### config.mk
export PLATFORM = sky130hd
export DESIGN_NAME = alu_cmd_sequencer
export DESIGN_NICKNAME = d
export VERILOG_FILES = /design/src/rtl/alu_cmd_sequencer.sv
export SDC_FILE = /design/constraint.sdc
export NUM_CORES = 1
export LEC_CHECK = 0
export CORE_MARGIN = 10
export CORE_UTILIZATION = 48
export DETAILED_ROUTE_END_ITERATION = 8
export GPL_TIMING_DRIVEN = 0
export PLACE_DENSITY = 0.77
export SLEW_MARGIN = 20
export SYNTH_ARGS = -nofsm -noshare
export SYNTH_HDL_FRONTEND = slang
export SYNTH_SLANG_ARGS = --single-unit
### constraint.sdc
create_clock -name clk_i -period 6.66 [get_ports clk_i]
set_clock_uncertainty 0.1 [all_clocks]
set_input_delay 0.999 -clock clk_i [delete_from_list [all_inputs] [get_ports clk_i]]
set_output_delay 0.999 -clock clk_i [all_outputs]
set_load 0.005 [all_outputs]
### src/rtl/alu_cmd_sequencer.sv
// Command front-end for the accumulator ALU: buffers {opcode, operand} commands in a FIFO,
// issues one per result, captures result/error and clears the accumulator after any error.
module alu_cmd_sequencer #(
  parameter int unsigned DEPTH = 4,
  parameter int unsigned WIDTH = 32
) (
  input  logic             clk_i,
  input  logic             rst_i,
  input  logic             cmd_valid_i,
  output logic             cmd_ready_o,
  input  logic [3:0]       cmd_op_i,
  input  logic [WIDTH-1:0] cmd_data_i,
  output logic [WIDTH-1:0] alu_inputP_o,
  output logic [3:0]       alu_opCode_o,
  input  logic [WIDTH-1:0] alu_result_i,
  input  logic [1:0]       alu_error_i,
  output logic             res_valid_o,
  input  logic             res_ready_i,
  output logic [WIDTH-1:0] res_data_o,
  output logic [1:0]       res_error_o
);

  localparam int unsigned PtrW = $clog2(DEPTH);
  localparam logic [PtrW-1:0] PtrOne = 1;
  localparam logic [PtrW:0] CntOne = 1;
  localparam logic [PtrW:0] CntFull = (PtrW+1)'(DEPTH);
  localparam logic [3:0] OpClear = 4'b1100;
  localparam logic [3:0] OpNop = 4'b1110;

  typedef enum logic [2:0] {StClear, StIdle, StIssue, StHold, StFlush} state_e;

  state_e state_q, state_d;

  logic [WIDTH+3:0] mem_q [DEPTH];
  logic [PtrW-1:0]  wr_ptr_q, rd_ptr_q;
  logic [PtrW:0]    count_q;
  logic             res_valid_q;
  logic [WIDTH-1:0] res_data_q;
  logic [1:0]       res_error_q;

  logic             empty, full, push, pop, flush, capture;
  logic [WIDTH+3:0] head;

  assign empty = (count_q == '0);
  assign full  = (count_q == CntFull);
  assign head  = mem_q[rd_ptr_q];

  assign cmd_ready_o = !full && (state_q != StClear) && (state_q != StFlush);
  assign push        = cmd_valid_i && cmd_ready_o;

  always_comb begin
    state_d      = state_q;
    alu_opCode_o = OpNop;
    alu_inputP_o = '0;
    pop          = 1'b0;
    flush        = 1'b0;
    capture      = 1'b0;
    unique case (state_q)
      StClear: begin
        alu_opCode_o = OpClear;
        state_d      = StIdle;
      end
      StIdle: begin
        if (!empty && !res_valid_q) state_d = StIssue;
      end
      StIssue: begin
        alu_opCode_o = head[WIDTH+3:WIDTH];
        alu_inputP_o = head[WIDTH-1:0];
        pop          = 1'b1;
        capture      = 1'b1;
        state_d      = (alu_error_i != 2'b00) ? StFlush : StHold;
      end
      StHold: begin
        if (res_valid_q && res_ready_i) state_d = empty ? StIdle : StIssue;
      end
      StFlush: begin
        flush = 1'b1;
        if (res_valid_q && res_ready_i) state_d = StClear;
      end
      default: state_d = StClear;
    endcase
    // Every edge under reset must zero the accumulator, whatever state we were in.
    if (rst_i) begin
      alu_opCode_o = OpClear;
      alu_inputP_o = '0;
    end
  end

  always_ff @(posedge clk_i) begin
    if (rst_i) begin
      state_q <= StClear;
    end else begin
      state_q <= state_d;
    end
  end

  always_ff @(posedge clk_i) begin
    if (push) mem_q[wr_ptr_q] <= {cmd_op_i, cmd_data_i};
  end

  always_ff @(posedge clk_i) begin
    if (rst_i) begin
      wr_ptr_q <= '0;
      rd_ptr_q <= '0;
      count_q  <= '0;
    end else if (flush) begin
      rd_ptr_q <= wr_ptr_q;
      count_q  <= '0;
    end else begin
      if (push) wr_ptr_q <= wr_ptr_q + PtrOne;
      if (pop)  rd_ptr_q <= rd_ptr_q + PtrOne;
      if (push && !pop) begin
        count_q <= count_q + CntOne;
      end else if (pop && !push) begin
        count_q <= count_q - CntOne;
      end
    end
  end

  always_ff @(posedge clk_i) begin
    if (rst_i) begin
      res_valid_q <= 1'b0;
      res_data_q  <= '0;
      res_error_q <= 2'b00;
    end else if (capture) begin
      res_valid_q <= 1'b1;
      res_data_q  <= alu_result_i;
      res_error_q <= alu_error_i;
    end else if (res_valid_q && res_ready_i) begin
      res_valid_q <= 1'b0;
    end
  end

  assign res_valid_o = res_valid_q;
  assign res_data_o  = res_data_q;
  assign res_error_o = res_error_q;

endmodule

==> results of run 1 <==
stage by stage:
stage | hold WS [ns] | instances | power (mW)
after floorplan | 0.353 | 454 | 2.03
after global placement | 0.342 | 783 | 2.32
after detailed placement | 0.352 | 787 | 2.36
after CTS | 0.361 | 819 | 3.32
after global routing | 0.380 | 819 | 3.45
final | 0.358 | 819 | 3.28
area by class of cell:
type	count	area, um^2
inverter	5	18.8
clock inverter	15	136
multi-input combinational	233	1880
timing repair buffer	149	1550
sequential	191	5270
tap	184	230
clock buffer	17	425
fill	999	5080
buffer	25	124
cells by family after synthesis:
| kind of cell | synth area share |
|---|---|
| AOI/OAI and AO/OA | 0.0363 |
| buffers and inverters | 0.0196 |
| and+or+nand+nor | 0.0906 |
| DFF | 0.723 |
| xor gates and xnor gates | 0.00481 |
| muxes | 0.114 |
| adders and majority gates | 0.0113 |
sequential cells by signal, indices dropped and copies added (netlist names), named ones only:
name         cells
res_error_o      2
res_data_o      32
rd_ptr_q         2
res_valid_o      1
count_q          3
wr_ptr_q         2
state_q          3
mem_q          144
cells in the final DEF, fill, tap and decap left out, types with 2 or more instances in the layout:
cell             Yosys  final
a21oi_1             39     39
buf_4                6      6
buf_12               0      2
nor2b_1             34     34
xnor2_1              2      2
xor2_1               2      2
clkinv_1             0      2
nor2_1              10     10
o21ai_0              3      3
inv_8                0      2
clkinv_2             0      2
buf_2                5      5
clkinvlp_4           0      3
ha_1                 5      5
clkdlybuf4s50_1      0    145
mux4_2              36     36
edfxtp_1           144    144
nor3_1               7      7
buf_16               0      2
mux2i_1              2      2
dfxtp_1             47     47
inv_1                4      4
clkbuf_16            0     17
inv_6                0      3
clkbuf_1            10     10
or3_1                2      2
clkinv_4             0      2
buf_1                3      3
and2_2               0      4
nand2_1             72     72
nand2b_1             2      2
power by group through the flow:
stage / clock network (mW) / logic (mW) / registers, mW
3_3_place_gp: 0 / 0.788 / 1.53
2_1_floorplan: 0 / 0.500 / 1.53
4_1_cts: 0.974 / 0.835 / 1.51
6_report: 0.958 / 0.818 / 1.51
5_1_grt: 1.03 / 0.897 / 1.52
3_5_place_dp: 0 / 0.827 / 1.53
how the worst max path moves through the flow:
stage / cells past startpoint / end / slack (ns) / startpoint
after global routing: 5 / alu_opCode_o[1] / 2.52 / rst_i
after detailed placement: 5 / alu_inputP_o[21] / 2.63 / rst_i
after global placement: 5 / alu_inputP_o[29] / 2.61 / rst_i
after CTS: 5 / alu_inputP_o[21] / 2.59 / rst_i
after floorplan: 3 / mem_q[0][0] / 3.91 / cmd_valid_i
final: 5 / alu_inputP_o[21] / 2.61 / rst_i
worst reg2reg max path, cell delays in order (launching register included):
cell and delay (ns):
dfxtp_1 0.30, buf_4 0.15, nor3b_2 0.16, buf_4 0.19, inv_2 0.08, buf_2 0.22, ha_1 0.22, inv_1 0.06
fa_1 0.37, xor2_1 0.17, nor2_1 0.11, xnor2_1 0.13, nor3_1 0.06
layer usage:
metal  vias up  routed length [um]  track usage
met5         -                  13            0
met3        15                1310       0.0577
met2       148                7620        0.260
met4         2                 143       0.0548
li1       2024                   -            -
met1      2078                6500        0.184
==> impl_metrics.json, run 1 <==
{
  "status": "completed",
  "min_from": "res_data_o[5]",
  "synth.area.top_cells": "edfxtp_1 59%, dfxtp_1 13%, mux4_2 11%",
  "place_congestion": 0.830,
  "cp_top_family": "buffers and inverters",
  "cp-start-kind": "primary input",
  "crit_path_cell_trace": "clkdlybuf4s50_1 -> or2b_1 -> clkbuf_1 -> nor2b_1 -> clkdlybuf4s50_1",
  "cts_root_buf": "clkbuf_16",
  "fin_crit_ns": 4.05,
  "synth-edff-count": 144,
  "num_vias": 4267,
  "slowest_stage": "clkdlybuf4s50_1",
  "grt_max_degree": 25,
  "postCtsHoldBufs": 0,
  "cp_num_buf_inv": 3,
  "viasPerCell": 5.21,
  "layout-drive-gt1-share": 0.140,
  "grt_antenna_before_repair": 1,
  "tns_ns": 0,
  "switching_share": 0.266,
  "ios": 146,
  "synth_top_area_share": 0.594,
  "slew_viol_final": 0,
  "tightestPinTransition_ns": 0.669,
  "netlist-cell-type-count": 35,
  "finalCoreUtilization": 0.655,
  "rows": 44,
  "end_kind": "output port",
  "synthArstFlopShare": 0,
  "netlist_area_mm2": 0.00728,
  "cts.sinks": 191,
  "totalWireLength_mm": 15.6,
  "synth_ff_type": "edfxtp_1",
  "required_ns": 5.56,
  "syn2layout_area_growth_pct": 32.2,
  "cp_max_fo": 10,
  "yosys.area.top_type": "edfxtp_1",
  "dieArea_mm2": 0.0205,
  "timing.final.crit_share": 0.609,
  "slowest_delay_ns": 0.56,
  "cts_max_level": 4,
  "drtIter0Drc": 258,
  "drv_cap": 0,
  "setup_ws_ns": 2.61,
  "grt_pass1_vias": 4579,
  "drt_pass1_iterations": 4,
  "fin_area_mm2": 0.00962,
  "hpwlAfterDp_mm": 11.0,
  "cts_max_path_buffers": 2,
  "start_util": 0.495,
  "cts_tree": "yes",
  "place_ws_ns": 2.63,
  "reg2reg_to": "count_q[2]",
  "setup_viol": 0,
  "syn_inst": 454,
  "r2r_slack_ns": 4.23,
  "diodes": 0,
  "wire_per_inst_um": 19.0,
  "power_switching_mw": 0.874,
  "hold_viol": 0,
  "cts_buffers": 17,
  "hold_path_class": "register to register",
  "peakVddDrop_mv": 0.188,
  "clkLatencyLatePin_ns": 0.42,
  "r2r_cells": 12,
  "grtUsageTotal": 0.157,
  "grt_overflow": 0,
  "die_w_um": 143,
  "clk_pin_slew_ns": 0.07,
  "num-nets-final": 702,
  "crit_arrival_ns": 2.95,
  "ys_top_cells_by_count": "144 x edfxtp_1, 72 x nand2_1, 47 x dfxtp_1",
  "power.density_mw_per_mm2": 341,
  "whs_path_depth": 2,
  "internal_power_mw": 2.41,
  "grt_pass1_wl_mm": 24.7,
  "combPwrFrac": 0.249,
  "ant_nets": 0,
  "coreArea_mm2": 0.0147,
  "hold_end": "res_data_o[5]",
  "dieHeight_um": 143,
  "worst_slew_margin_rel": 0.554,
  "io_buffers": 145,
  "post_cts_resize_count": 0,
  "ys_seq_area_frac": 0.723,
  "cts_setup_buffers": 0,
  "synth_warnings": 0,
  "drc_errors": 0,
  "r2r-start": "state_q[1]",
  "syn_avg_cell_area_um2": 16.0,
  "clock_power_share": 0.292,
  "power_leakage_nw": 3.09,
  "path_class": "primary input to output port",
  "rsz0062_at_grt": "false",
  "path_common_cell": "clkdlybuf4s50_1",
  "syn_nets": 534,
  "place_area_mm2": 0.00906,
  "synth-seq-cells": 191,
  "p_seq_frac": 0.459,
  "yosysMostFrequentCell": "edfxtp_1",
  "max_freq_mhz": 247
}
No activity file was read; power rests on OpenSTA's default activity.
==> run 2, diff against run 1 <==
- clock period: 6.66 -> 3.8 ns (I/O delays scaled with it)
==> results of run 2 <==
The final DEF is identical to that of run 1. Status: completed.
Main changes from that run: setup slack after placement 2.63 ns -> 0.628 ns; setup slack after layout 2.61 ns -> 0.491 ns; register-to-register setup slack 4.23 ns -> 1.37 ns; total power 3.28 mW -> 5.76 mW; worst IR drop on VDD 0.188 mV -> 0.330 mV
